===== src/rtl/demux3_buf.sv =====
// 1-to-3 buffered demultiplexer with a one-entry holding register per channel.
// Optional per-channel saturating accept counters are enabled by DEMUX3_STATS_EN.
module demux3_buf #(
  parameter int WIDTH = 8
) (
  input  logic             clk,
  input  logic             reset,
  input  logic             in_valid,
  output logic             in_ready,
  input  logic [WIDTH-1:0] in_data,
  input  logic [1:0]       in_sel,
  output logic [2:0]       out_valid,
  input  logic [2:0]       out_ready,
  output logic [WIDTH-1:0] out_data0,
  output logic [WIDTH-1:0] out_data1,
  output logic [WIDTH-1:0] out_data2,
  output logic [7:0]       acc_cnt0,
  output logic [7:0]       acc_cnt1,
  output logic [7:0]       acc_cnt2
);

  logic [1:0]       sel_ch;
  logic             push;
  logic [2:0]       out_valid_q, out_valid_d;
  logic [WIDTH-1:0] data_q [3];
  logic [WIDTH-1:0] data_d [3];

  // Select value 11 aliases channel 2.
  always_comb begin
    sel_ch = 2'd2;
    if (in_sel == 2'b00) begin
      sel_ch = 2'd0;
    end else if (in_sel == 2'b01) begin
      sel_ch = 2'd1;
    end
  end

  assign in_ready = ~reset & (~out_valid_q[sel_ch] | out_ready[sel_ch]);
  assign push     = in_valid & in_ready;

  always_comb begin
    out_valid_d = out_valid_q & ~out_ready;
    data_d      = data_q;
    if (push) begin
      out_valid_d[sel_ch] = 1'b1;
      data_d[sel_ch]      = in_data;
    end
  end

  always_ff @(posedge clk) begin
    if (reset) begin
      out_valid_q <= 3'b000;
      data_q      <= '{default: '0};
    end else begin
      out_valid_q <= out_valid_d;
      data_q      <= data_d;
    end
  end

  assign out_valid = out_valid_q;
  assign out_data0 = data_q[0];
  assign out_data1 = data_q[1];
  assign out_data2 = data_q[2];

`ifdef DEMUX3_STATS_EN
  logic [7:0] cnt_q [3];
  logic [7:0] cnt_d [3];

  // Counters stick at 255 rather than wrapping.
  always_comb begin
    cnt_d = cnt_q;
    if (push && (cnt_q[sel_ch] != 8'hFF)) begin
      cnt_d[sel_ch] = cnt_q[sel_ch] + 8'd1;
    end
  end

  always_ff @(posedge clk) begin
    if (reset) begin
      cnt_q <= '{default: '0};
    end else begin
      cnt_q <= cnt_d;
    end
  end

  assign acc_cnt0 = cnt_q[0];
  assign acc_cnt1 = cnt_q[1];
  assign acc_cnt2 = cnt_q[2];
`else
  assign acc_cnt0 = 8'd0;
  assign acc_cnt1 = 8'd0;
  assign acc_cnt2 = 8'd0;
`endif

endmodule

===== config.mk =====
export PLATFORM = sky130hd
export DESIGN_NAME = demux3_buf
export DESIGN_NICKNAME = d
export VERILOG_FILES = /design/src/rtl/demux3_buf.sv
export SDC_FILE = /design/constraint.sdc
export NUM_CORES = 1
export LEC_CHECK = 0
export BUFFER_PORTS_ARGS = -buffer_cell sky130_fd_sc_hd__buf_4
export CAP_MARGIN = 20
export CORE_UTILIZATION = 40
export DETAILED_ROUTE_END_ITERATION = 7
export PLACE_DENSITY_LB_ADDON = 0.3
export REMOVE_ABC_BUFFERS = 1
export SYNTH_ARGS = -nofsm -noshare
export SYNTH_HDL_FRONTEND = slang
export SYNTH_SLANG_ARGS = --single-unit

===== constraint.sdc =====
create_clock -name clk -period 1.4 [get_ports clk]
set_input_delay 0.07 -clock clk [delete_from_list [all_inputs] [get_ports clk]]
set_output_delay 0.07 -clock clk [all_outputs]
set_load 0.01 [all_outputs]

==> results.ini <==
[detailed_routing]
antenna_left = 0
vias = 1175
route.met2.wl_mm = 1.48
firstDrtPassIters = 4
wl_met3_um = 178
top_layer = met4
routed_wl_mm = 3.10
first_iter_violations = 35
m1WireLength_mm = 1.43
avgViaCountPerCell = 4.86
wl_per_cell_um = 12.8
route.detailed.drc = 0

[logic_synthesis]
yosysTopAreaCellShare = 0.410
yosys_warnings = 0
ys_ff_latch = 27
seq_area_frac_synth = 0.410
synth_area_leaders = dfxtp_1 41%, buf_4 14%, o31ai_1 4.6%
netlist-cell-type-count = 28
avgSynthCellArea_um2 = 9.09
syn_inst = 145
synth_top_area_cell = dfxtp_1
synthesis.area_mm2 = 0.00132

[placed_design]
globalplace.congestion = 0.831
dp_hpwl_mm = 2.33
port_buffers = 43
place_area_mm2 = 0.00161
pre_cts_slack_ns = -0.00219

[setup_path]
crit_slowest_cell = dfxtp_2
critical_path_arrival_ns = 1.20
critPathMaxStageDelay_ns = 0.35
start_kind = register
crit_chain = nand2b_1 -> mux2i_1 -> a211oi_2 -> buf_4
crit_type = register to output pin
required_ns = 1.33
crit_path_end_kind = output pin
path_max_fanout = 3
reg2reg_slack_ns = 0.20

[final_layout]
fin_nets = 215
final_cell_mix = 52 x buf_4, 25 x dfxtp_1, 24 x conb_1
layout-drive-gt1-share = 0.354
antennaDiodeCount = 0
final_common_cell = buf_4
area_delta_synth_final_pct = 31.8
post-route-util = 0.564
fill_cells = 312
finish.instance_area_mm2 = 0.00174

[global_route]
grt_pass1_wl_mm = 4.73
overflow = 0
grt_max_degree = 19
antenna_found_initial = 0
grt_use_total = 0.181
grt_pass1_vias = 986

[pwr]
total_power_uw = 1400
leakagePower_uw = 0.000826
power_density_mw_per_mm2 = 808
vdd_drop_max_mv = 0.405

[status]
status = completed

[sta]
setup_viol = 0
fmax_ghz = 0.790
fin_crit_ns = 1.27
slew_viol_final = 0
fin_ws_ns = 0.134
rsz0062_at_grt = false
period_share = 0.904
final.setup_skew_ns = 0.0137
tns_ns = 0
hold_viol = 0

[clock_network]
cts_max_path_buffers = 2
cts.clk_slew.worst_paths_ns = 0.15
htree_levels = 1
tritoncts = done
cts_buffers = 3
clock_latency_ns = 0.33
clockRootBuffer = clkbuf_4
cts.sinks = 27

[min_path]
hold_path.class = input pin to register

[die]
io_pins = 68
dieWidth_um = 59.4
die_area_mm2 = 0.00353
initial_utilization = 0.428
core_area_mm2 = 0.00308
rows = 20
dieHeight_um = 59.4

[flow_run]
cap_viol_max_count = 0

worst max-delay path: cells and delay by family, from the launching register on:
kind | cells | cell delay (ns)
buf+inv | 1 | 0.15
flops | 1 | 0.35
simple gates | 1 | 0.10
compound gates | 1 | 0.18
mux | 1 | 0.09
registers in the layout (all words and copies together), names as in the netlist:
register and cells:
out_data2 8, out_data1 8, out_data0 8, out_valid 3
final timing paths:
path,from,endpoint,cells past startpoint
worst max-delay path,out_valid[1],in_ready,4
worst min-delay path,in_data[0],out_data0[0],3
worst max register to register,out_valid[0],out_data0[0],4
worst min register to register,out_data2[4],out_data2[4],2
what timing repair did:
action	4_1_cts	5_1_grt
gates resized for setup	0	6
setup endpoints to repair	1	9
setup buffers	1	0
endpoints found under the hold margin	1	6
hold buffers	1	6
pin swaps	0	1
cells by family after synthesis:
kind of cell	synth area share
AOI/OAI and AO/OA	0.221
buffers and inverters	0.206
DFF	0.410
muxes	0.0304
other	0.00285
and+or+nand+nor	0.129
power by group:
group | switching (µW) | internal, µW
Sequential | 16.1 | 797
Combinational | 137 | 117
Clock | 228 | 107
metrics by stage:
step / hold WS [ns] / instances
after global placement: 0.350 / 230
after CTS: 0.00198 / 236
after floorplan: 0.139 / 135
after global routing: 0.0155 / 242
after detailed placement: 0.361 / 230
final: 0.0296 / 242
metal layers:
layer,global-route usage,up-vias
met2,0.287,47
met5,0,-
met1,0.251,547
met3,0.0262,2
met4,0.0612,0
li1,-,579
synthesized netlist by cell type (all sizes together):
cell type / instances
o21ai: 8
o311ai: 8
a31o: 5
a211oi: 1
o31ai: 8
nand2: 4
inv: 10
conb: 1
nor2: 2
nor3b: 1
a21oi: 11
and3: 5
nor2b: 2
nand3: 1
nand2b: 3
or3b: 1
clkbuf: 5
and3b: 1
clkinv: 1
nand4: 8
mux2i: 4
dfxtp: 27
buf: 28
final cells by class:
cell class / instances / area (µm²) / share of cell area
clock buffer: 3 / 22.5 / 0.0130
inverter: 11 / 41.3 / 0.0238
sequential: 27 / 543 / 0.313
multi-input combinational: 97 / 609 / 0.351
tap: 44 / 55.1 / 0.0317
timing repair buffer: 59 / 460 / 0.265
clock inverter: 1 / 5.00 / 0.00288
No activity file was read; power rests on OpenSTA's default activity.
